### src/rtl/conv_frame_scheduler.sv
`default_nettype none
// ============================================================================
// Module   : conv_frame_scheduler
// Brief    : Job queue and frame FSM for the 3x3 convolution pipeline, with
//            stream geometry checks. Optional drain watchdog: SCHED_WATCHDOG_EN.
// Revision : 1.0
// ============================================================================
module conv_frame_scheduler #(
    parameter int IMAGE_WIDTH_SIZE       = 512,
    parameter int IMAGE_WIDTH_LOG2_SIZE  = 9,
    parameter int IMAGE_HEIGHT_SIZE      = 512,
    parameter int IMAGE_HEIGHT_LOG2_SIZE = 9,
    parameter int NUM_BANKS              = 4,
    parameter int JOB_FIFO_DEPTH         = 4,
    parameter int JOB_FIFO_LOG2_DEPTH    = 2
) (
    input  logic        clk,
    input  logic        rst,
    input  logic        cfg_we,
    input  logic [1:0]  cfg_bank,
    input  logic [26:0] cfg_weights,
    input  logic        job_valid,
    input  logic [1:0]  job_bank,
    output logic        job_ready,
    input  logic        in_beat,
    input  logic        in_eol,
    input  logic        in_tlast,
    input  logic        out_beat,
    input  logic        out_tlast,
    output logic        start,
    output logic        run,
    output logic [26:0] filter_weights,
    output logic        busy,
    output logic        done,
    output logic [2:0]  err,
    input  logic        err_clr,
    output logic [7:0]  jobs_done
);
    localparam int PIX_W = IMAGE_WIDTH_LOG2_SIZE + IMAGE_HEIGHT_LOG2_SIZE;
    localparam int CNT_W = JOB_FIFO_LOG2_DEPTH + 1;
    localparam logic [PIX_W-1:0] c_PIX_LAST = PIX_W'(IMAGE_WIDTH_SIZE * IMAGE_HEIGHT_SIZE - 1);
    localparam logic [PIX_W-1:0] c_PIX_MAX  = '1;
    localparam logic [IMAGE_WIDTH_LOG2_SIZE-1:0] c_COL_LAST = IMAGE_WIDTH_LOG2_SIZE'(IMAGE_WIDTH_SIZE - 1);
    localparam logic [CNT_W-1:0] c_DEPTH = CNT_W'(JOB_FIFO_DEPTH);

    typedef enum logic [2:0] {
        S_IDLE  = 3'd0,
        S_LOAD  = 3'd1,
        S_ARM   = 3'd2,
        S_RUN   = 3'd3,
        S_DRAIN = 3'd4,
        S_DONE  = 3'd5
    } state_t;

    state_t                           r_state, w_next;
    logic [26:0]                      r_bank [NUM_BANKS];
    logic [1:0]                       r_fifo [JOB_FIFO_DEPTH];
    logic [JOB_FIFO_LOG2_DEPTH-1:0]   r_wr_ptr, r_rd_ptr;
    logic [CNT_W-1:0]                 r_count, w_count_next;
    logic [1:0]                       r_load_bank;
    logic [IMAGE_WIDTH_LOG2_SIZE-1:0] r_col;
    logic [PIX_W-1:0]                 r_pix;
    logic                             r_job_ready, r_start, r_run, r_busy, r_done;
    logic [26:0]                      r_filter_weights;
    logic [2:0]                       r_err, w_err_set;
    logic [7:0]                       r_jobs_done;
    logic                             w_push, w_pop, w_run_beat, w_wd_expire;

    assign w_push     = job_valid && r_job_ready;
    assign w_run_beat = (r_state == S_RUN) && in_beat;

`ifdef SCHED_WATCHDOG_EN
    logic [15:0] r_wd;

    always_ff @(posedge clk or posedge rst) begin
        if (rst)
            r_wd <= '0;
        else if (r_state != S_DRAIN || out_beat)
            r_wd <= '0;
        else
            r_wd <= r_wd + 16'd1;
    end

    // r_wd holds the idle cycles already elapsed; this cycle is idle number 65535
    assign w_wd_expire = (r_state == S_DRAIN) && !out_beat && (r_wd == 16'hFFFE);
`else
    assign w_wd_expire = 1'b0;
`endif

    always_comb begin
        w_next = r_state;
        w_pop  = 1'b0;
        case (r_state)
            S_IDLE: begin
                if (r_count != '0) begin
                    w_next = S_LOAD;
                    w_pop  = 1'b1;
                end
            end
            S_LOAD:  w_next = S_ARM;
            S_ARM:   w_next = S_RUN;
            S_RUN:   if (in_beat && in_tlast) w_next = S_DRAIN;
            S_DRAIN: if ((out_beat && out_tlast) || w_wd_expire) w_next = S_DONE;
            S_DONE:  w_next = S_IDLE;
            default: w_next = S_IDLE;
        endcase
    end

    always_comb begin
        w_count_next = r_count;
        case ({w_push, w_pop})
            2'b10:   w_count_next = r_count + CNT_W'(1);
            2'b01:   w_count_next = r_count - CNT_W'(1);
            default: w_count_next = r_count;
        endcase
    end

    always_comb begin
        w_err_set    = 3'b000;
        w_err_set[0] = w_run_beat && in_eol && (r_col != c_COL_LAST);
        // Too short at tlast, or a non-final beat at/after the last pixel index
        w_err_set[1] = w_run_beat && (in_tlast ? (r_pix != c_PIX_LAST) : (r_pix >= c_PIX_LAST));
        w_err_set[2] = w_wd_expire;
    end

    always_ff @(posedge clk or posedge rst) begin
        if (rst) begin
            r_state <= S_IDLE;
            r_start <= 1'b0;
            r_run   <= 1'b0;
            r_busy  <= 1'b0;
            r_done  <= 1'b0;
        end else begin
            r_state <= w_next;
            r_start <= (w_next == S_ARM);
            r_run   <= (w_next == S_RUN);
            r_busy  <= (w_next != S_IDLE);
            r_done  <= (w_next == S_DONE);
        end
    end

    always_ff @(posedge clk or posedge rst) begin
        if (rst) begin
            for (int i = 0; i < NUM_BANKS; i++)
                r_bank[i] <= '0;
        end else if (cfg_we) begin
            r_bank[cfg_bank] <= cfg_weights;
        end
    end

    always_ff @(posedge clk) begin
        if (w_push)
            r_fifo[r_wr_ptr] <= job_bank;
    end

    always_ff @(posedge clk or posedge rst) begin
        if (rst) begin
            r_wr_ptr    <= '0;
            r_rd_ptr    <= '0;
            r_count     <= '0;
            r_job_ready <= 1'b1;
        end else begin
            if (w_push) r_wr_ptr <= r_wr_ptr + 1'b1;
            if (w_pop)  r_rd_ptr <= r_rd_ptr + 1'b1;
            r_count     <= w_count_next;
            r_job_ready <= (w_count_next != c_DEPTH);
        end
    end

    always_ff @(posedge clk or posedge rst) begin
        if (rst) begin
            r_load_bank      <= '0;
            r_filter_weights <= '0;
            r_col            <= '0;
            r_pix            <= '0;
            r_err            <= '0;
            r_jobs_done      <= '0;
        end else begin
            if (w_pop)
                r_load_bank <= r_fifo[r_rd_ptr];
            if (r_state == S_LOAD) begin
                r_filter_weights <= r_bank[r_load_bank];
                r_col            <= '0;
                r_pix            <= '0;
            end else if (w_run_beat) begin
                r_col <= in_eol ? '0 : r_col + 1'b1;
                if (r_pix != c_PIX_MAX)
                    r_pix <= r_pix + 1'b1;
            end
            r_err <= (err_clr ? 3'b000 : r_err) | w_err_set;
            if (r_state == S_DONE)
                r_jobs_done <= r_jobs_done + 8'd1;
        end
    end

    assign job_ready      = r_job_ready;
    assign start          = r_start;
    assign run            = r_run;
    assign busy           = r_busy;
    assign done           = r_done;
    assign filter_weights = r_filter_weights;
    assign err            = r_err;
    assign jobs_done      = r_jobs_done;

endmodule
`default_nettype wire

### config.mk
export PLATFORM = sky130hd
export DESIGN_NAME = conv_frame_scheduler
export DESIGN_NICKNAME = d
export VERILOG_FILES = /design/src/rtl/conv_frame_scheduler.sv
export SDC_FILE = /design/constraint.sdc
export NUM_CORES = 1
export LEC_CHECK = 0
export CAP_MARGIN = 20
export CORE_MARGIN = 2
export CORE_UTILIZATION = 30
export DETAILED_ROUTE_END_ITERATION = 10
export HOLD_SLACK_MARGIN = 0.02
export PLACE_DENSITY = 0.44
export SLEW_MARGIN = 20
export SYNTH_ARGS = -nofsm -noshare
export SYNTH_HDL_FRONTEND = slang
export SYNTH_SLANG_ARGS = --single-unit
### constraint.sdc
create_clock -name clk -period 8.1 [get_ports clk]
set_input_delay 1.62 -clock clk [delete_from_list [all_inputs] [get_ports clk]]
set_output_delay 1.62 -clock clk [all_outputs]
set_load 0.01 [all_outputs]
==> results.py, run 1 <==
metrics = {
    "detailed_routing": {
        "drt-total-wl_mm": 19.90,
        "final_antenna_net_count": 0,
        "vias": 5469,
        "drt_iter0_markers": 257,
        "via_per_inst": 4.785,
        "wl_per_cell_um": 17.41,
        "route.detailed.drc": 0,
        "drtPass1Iterations": 4,
    },
    "setup_path": {
        "worstRegToRegCells": 10,
        "r2r-start": "r_state[2]$_DFF_PP0_",
        "crit_path_start": "in_beat",
        "path_cells": "clkdlybuf4s50_1, and4b_1, nand4_4, or4_1, a21oi_1",
        "end_kind": "flop",
        "worstPathArrival_ns": 3.67,
        "path_max_fanout": 15,
        "slowest_delay_ns": 0.59,
        "cpMaxStageDelayCell": "and4b_1",
        "r2r_setup_slack_ns": 5.54,
        "crit_type": "in2reg",
        "worstReg2RegEnd": "job_ready$_DFF_PP1_",
        "path_depth": 5,
        "path_buf_inv": 1,
        "path_delay_family": "simple AND/OR/NAND/NOR gates",
        "critPathLaunchType": "input port",
        "crit_end": "r_pix[11]$_DFFE_PP0P_",
        "required_ns": 8.44,
    },
    "yosys": {
        "synth.most_common_cell": "dfrtp_1",
        "synth-main-ff-cell": "dfrtp_1",
        "postSynthAreaPerCell_um2": 12.93,
        "ys_seq_elements": 197,
        "synth_top_area_share": 0.5398,
        "synth_top_area_cell": "dfrtp_1",
        "syn-cell-area_um2": 8715,
        "yosysWarnings": 0,
        "syn_nets": 725,
        "ys_types": 49,
        "seq_area_frac_synth": 0.5704,
        "yosys-top-cells-count": "188 x dfrtp_1, 129 x nand2_1, 109 x mux2_2",
        "synth_area_leaders": "dfrtp_1 54%, mux2_2 14%, mux4_2 7.5%, nand2_1 5.6%, edfxtp_1 2.8%",
        "synth_cells": 674,
        "synth_edf_count": 8,
        "async_flop_share": 0.9594,
    },
    "timing": {
        "period_needed_ns": 3.334,
        "hold_viol_final": 0,
        "relSlewSlack": 0.3678,
        "setup_viol": 0,
        "tightest_slew_ns": 0.9483,
        "tns_ns": 0,
        "fmax_mhz": 300.0,
        "maxSlewViolCount": 0,
        "rsz0062_at_grt": "false",
        "min_period_over_period": 0.4115,
        "whs_ns": 0.4818,
        "skew_ns": 0.01357,
    },
    "floorplanning": {
        "dieArea_um2": 30430,
        "fp.dieW_um": 174.4,
        "num_io_pins": 84,
        "num_rows": 62,
        "dieHeight_um": 174.4,
        "initial_core_util": 0.3044,
        "core_um2": 28630,
    },
    "place": {
        "numPortBuffers": 82,
        "gp_congestion": 0.7358,
        "post-dp-hpwl_mm": 12.23,
    },
    "clock_tree": {
        "cts_sinks": 197,
        "cts_setup_buffers": 0,
        "cts_resized": 0,
        "hold_buffers": 0,
        "clk_latency_ns": 0.44,
        "cts_root_buf": "clkbuf_16",
        "cts_buffer_depth": 2,
        "cts_tree": "yes",
        "cts-htree-levels": 4,
        "clk_pin_slew_ns": 0.08,
        "numCtsBuffers": 17,
    },
    "global_routing": {
        "grt_usage": 0.1359,
        "antenna_found_initial": 0,
        "first_global_vias": 5881,
        "grt_max_degree": 120,
        "gr-total-overflow": 0,
        "grt_pass1_wl_mm": 32.14,
    },
    "pwr": {
        "leakage_nw": 4.492,
        "total_power_mw": 3.221,
        "p_per_area_nw_per_um2": 305.3,
        "ir_drop_v": 0.0001364,
    },
    "final_layout": {
        "n_fill_cell": 2707,
        "layout.nets": 797,
        "drive_above_1_share": 0.2582,
        "synthToLayoutAreaGrowth_pct": 21.06,
        "antenna_cells": 0,
        "final_core_util": 0.3686,
    },
    "run": {
        "max_cap_viol_count": 0,
    },
    "hold_path": {
        "hold_path_class": "reg2reg",
    },
    "status": {
        "status": "completed",
    },
}
## flip-flops by register name (all words and copies together), names as in the netlist
register	cells
r_col	9
done	1
r_load_bank	2
job_ready	1
r_state	3
r_rd_ptr	2
err	2
run	1
start	1
r_wr_ptr	2
r_fifo	8
busy	1
r_pix	18
filter_weights	27
r_count	3
jobs_done	8
r_bank	108
## per-layer routing
layer | vias up | share of wire | track usage
li1 | 2533 | - | -
met4 | 0 | 0.0099 | 0.03606
met5 | - | 0 | 0
met1 | 2844 | 0.46 | 0.1702
met2 | 75 | 0.51 | 0.2396
met3 | 17 | 0.023 | 0.02647
## how the worst min path moves through the flow
stage | from | endpoint | slack (ns) | cells past startpoint
after floorplan | r_pix[17]$_DFFE_PP0P_ | r_pix[17]$_DFFE_PP0P_ | 0.45 | 1
after global placement | filter_weights[25]$_DFFE_PP0N_ | filter_weights[25]$_DFFE_PP0N_ | 0.46 | 2
after detailed placement | filter_weights[5]$_DFFE_PP0N_ | filter_weights[5]$_DFFE_PP0N_ | 0.46 | 2
after CTS | jobs_done[7]$_DFFE_PP0N_ | jobs_done[7]$_DFFE_PP0N_ | 0.49 | 1
after global routing | jobs_done[7]$_DFFE_PP0N_ | jobs_done[7]$_DFFE_PP0N_ | 0.51 | 1
final | jobs_done[7]$_DFFE_PP0N_ | jobs_done[7]$_DFFE_PP0N_ | 0.48 | 1
## layout by cell type, fill, tap and decap left out, drive strengths merged, types with 3 or more instances in the layout
master / n
xor2: 6
ha: 9
clkinv: 6
nand3b: 4
a21oi: 10
edfxtp: 8
nor4: 6
nor2: 10
inv: 21
dfrtp: 188
clkdlybuf4s50: 82
nand2: 129
nand4: 7
or2: 9
nor3: 9
o31ai: 4
xnor2: 8
and3: 12
mux4: 29
o21ai: 7
mux2: 109
buf: 6
mux2i: 15
a311oi: 3
clkbuf: 17
nand3: 17
## where the power goes
group	total [mW]	internal, mW	switching, mW
clock	0.884	0.452	0.432
combinational	0.924	0.501	0.423
sequential	1.41	1.22	0.193
total	3.22	2.17	1.05
## worst register-to-register path: cells and delay by family (launching register included)
| kind | cells | cell delay, ns |
|---|---|---|
| and+or+nand+nor | 4 | 0.85 |
| DFF | 1 | 0.48 |
| xor gates and xnor gates | 2 | 0.35 |
| buffers and inverters | 2 | 0.23 |
| adders and majority gates | 2 | 0.58 |
## cell families (layout without fill, tap and decap cells)
group,after synthesis,after routing,synth area share
flip-flops,197,197,0.5704
multiplexers,153,153,0.2330
XOR/XNOR,14,14,0.01407
AO/OA/AOI/OAI,37,37,0.02785
AND/OR/NAND/NOR,214,214,0.1149
adder cells (fa/ha/maj),10,10,0.01522
other,1,1,0.0004303
buffers and inverters,48,133,0.02412
## layout make-up
cell class,instances,area [um2],share of cell area
Clock buffer,17,425.4,0.04032
Clock inverter,15,205.2,0.01945
Inverter,13,56.30,0.005337
Multi-Input combinational cell,429,3543,0.3359
Sequential cell,197,4974,0.4714
Tap cell,384,480.5,0.04554
Timing Repair Buffer,88,865.8,0.08207
## metrics by stage
stage	worst slack (ns)	cells	instance area [um2]
finish	4.766	1143	10550
global route	4.489	1143	10550
CTS	4.722	1143	10550
detailed placement	4.242	1111	9920
global placement	4.341	1111	9920
floorplan	1.340	674	8715
No activity file was read; power rests on OpenSTA's default activity.
==> inputs of run 2 (changes only) <==
--- a/config.mk
+++ b/config.mk
@@ -10,7 +10,7 @@
 export CORE_UTILIZATION = 30
 export DETAILED_ROUTE_END_ITERATION = 10
 export HOLD_SLACK_MARGIN = 0.02
-export PLACE_DENSITY = 0.44
+export PLACE_DENSITY = 0.46
 export SLEW_MARGIN = 20
 export SYNTH_ARGS = -nofsm -noshare
 export SYNTH_HDL_FRONTEND = slang
==> constraint.sdc (replaced) <==
create_clock -name clk -period 2.8 [get_ports clk]
set_input_delay 0.56 -clock clk [delete_from_list [all_inputs] [get_ports clk]]
set_output_delay 0.56 -clock clk [all_outputs]
set_load 0.01 [all_outputs]
==> run 2 against run 1 <==
Flip-flop and latch count unchanged. Core utilization up 0.49 points. Sequential power increased to 2.9 times the previous value. Power rose to 2.9 times the previous value. Cell count rose by 0.70%. Non-clock buffer count increased by 8. Critical path depth up 5. Via count down 0.55%. Global-route usage increased by 0.36 points. First-iteration DRC count fell by 25%.
==> results.py, run 2 (synthesis results as in run 1) <==
metrics = {
    "status": {
        "status": "completed",
    },
    "pwr": {
        "total_power_mw": 9.331,
        "leakage_nw": 4.551,
        "ir_drop_v": 0.0004334,
        "p_per_area_nw_per_um2": 872.7,
    },
    "setup_path": {
        "worstReg2RegEnd": "job_ready$_DFF_PP1_",
        "path_buf_inv": 2,
        "slowest_delay_ns": 0.49,
        "path_max_fanout": 11,
        "end_kind": "flop",
        "path_cells": "nor3_1, nand2_1, inv_1, ha_1, inv_1, fa_1, xor2_1, nor2_1, xor2_1, nand2_1",
        "worstPathArrival_ns": 2.65,
        "path_delay_family": "simple AND/OR/NAND/NOR gates",
        "crit_type": "reg2reg",
        "r2r-start": "r_state[2]$_DFF_PP0_",
        "crit_path_start": "r_state[2]$_DFF_PP0_",
        "cpMaxStageDelayCell": "dfrtp_1",
        "required_ns": 3.17,
        "worstRegToRegCells": 10,
        "critPathLaunchType": "flop",
        "r2r_setup_slack_ns": 0.52,
    },
    "final_layout": {
        "drive_above_1_share": 0.2647,
        "multi_input_area_um2": 3543,
        "layout.nets": 805,
        "n_fill_cell": 2736,
        "largest_register_ffs": 108,
        "synthToLayoutAreaGrowth_pct": 22.68,
        "mostFrequentLayoutCells": "186 x dfrtp_1, 129 x nand2_1, 109 x mux2_2, 82 x clkdlybuf4s50_1, 29 x mux4_2",
        "antenna_cells": 0,
        "seqCellArea_um2": 4974,
        "final_common_cell": "dfrtp_1",
        "regMostFlops": "r_bank",
    },
    "detailed_routing": {
        "final_antenna_net_count": 0,
        "wl_per_cell_um": 17.38,
        "vias": 5439,
        "route.detailed.drc": 0,
        "drt-total-wl_mm": 20.00,
        "drtPass1Iterations": 4,
        "drt_iter0_markers": 192,
        "via_per_inst": 4.725,
    },
    "global_routing": {
        "first_global_vias": 6018,
        "antenna_found_initial": 0,
        "grt_usage": 0.1395,
        "gr-total-overflow": 0,
        "grt_pass1_wl_mm": 32.95,
        "grt_max_degree": 71,
    },
    "place": {
        "numPortBuffers": 82,
        "dpl_worst_slack_ns": 0.3683,
        "gp_congestion": 0.7641,
        "post-dp-hpwl_mm": 12.75,
    },
    "clock_tree": {
        "hold_buffers": 0,
        "clk_pin_slew_ns": 0.08,
        "cts_sinks": 197,
        "cts_setup_buffers": 0,
        "cts-htree-levels": 4,
        "cts_tree": "yes",
        "cts_buffer_depth": 2,
        "numCtsBuffers": 17,
        "cts_root_buf": "clkbuf_16",
        "clk_latency_ns": 0.43,
        "cts_resized": 0,
    },
    "floorplanning": {
        "dieHeight_um": 174.4,
        "initial_core_util": 0.3044,
        "num_rows": 62,
        "core_um2": 28630,
        "num_io_pins": 84,
        "fp.dieW_um": 174.4,
        "dieArea_um2": 30430,
    },
    "timing": {
        "min_period_over_period": 0.8146,
        "skew_ns": 0.009115,
        "maxSlewViolCount": 0,
        "fmax_mhz": 438.4,
        "worst_slack_ns": 0.5190,
        "period_needed_ns": 2.281,
        "hold_viol_final": 0,
        "rsz0062_at_grt": "false",
        "relSlewSlack": 0.5472,
        "tightest_slew_ns": 0.6767,
        "setup_viol": 0,
    },
    "run": {
        "max_cap_viol_count": 0,
    },
    "hold_path": {
        "hold_path_class": "in2async",
    },
}
[run 2: cell types whose count changed in the layout (fill, tap and decap cells not counted)]
cell / before / now
buf_12: 0 / 8
clkinv_4: 0 / 3
clkinv_8: 6 / 5
clkinvlp_4: 0 / 3
inv_1: 11 / 12
inv_2: 1 / 0
inv_6: 5 / 3
inv_8: 4 / 1
[run 2: worst max path at each step]
stage / to / slack, ns / cells after the start
finish: job_ready$_DFF_PP1_ / 0.52 / 10
global route: job_ready$_DFF_PP1_ / 0.31 / 10
CTS: job_ready$_DFF_PP1_ / 0.49 / 10
detailed placement: job_ready$_DFF_PP1_ / 0.37 / 9
global placement: job_ready$_DFF_PP1_ / 0.38 / 9
floorplan: busy$_DFF_PP0_ / -0.19 / 1
[run 2: per-stage QoR]
step | setup TNS (ns) | hold slack (ns) | util | instance area (um2) | cells
final | 0 | 0.4245 | 0.3735 | 10690 | 1151
after global routing | 0 | 0.4125 | 0.3735 | 10690 | 1151
after CTS | 0 | 0.4106 | 0.3735 | 10690 | 1151
after detailed placement | 0 | 0.4614 | 0.3520 | 10080 | 1119
after global placement | 0 | 0.4629 | 0.3520 | 10080 | 1119
after floorplan | -36.41 | 0.4489 | - | 8718 | 674
[run 2: cell type report]
cell class / count / share of cell area
Clock inverter: 15 / 0.01779
Clock buffer: 17 / 0.03979
Multi-Input combinational cell: 429 / 0.3314
Tap cell: 384 / 0.04494
Sequential cell: 197 / 0.4652
Inverter: 13 / 0.004915
Timing Repair Buffer: 96 / 0.09596
[run 2: per-layer routing]
layer	share of wire	track usage
met1	0.45	0.1759
met2	0.51	0.2407
met4	0.0086	0.03256
met5	0	0
met3	0.033	0.03521
[run 2: power breakdown]
part	switching, mW	internal, mW
clock network	1.23	1.28
logic	1.21	1.51
registers	0.567	3.53
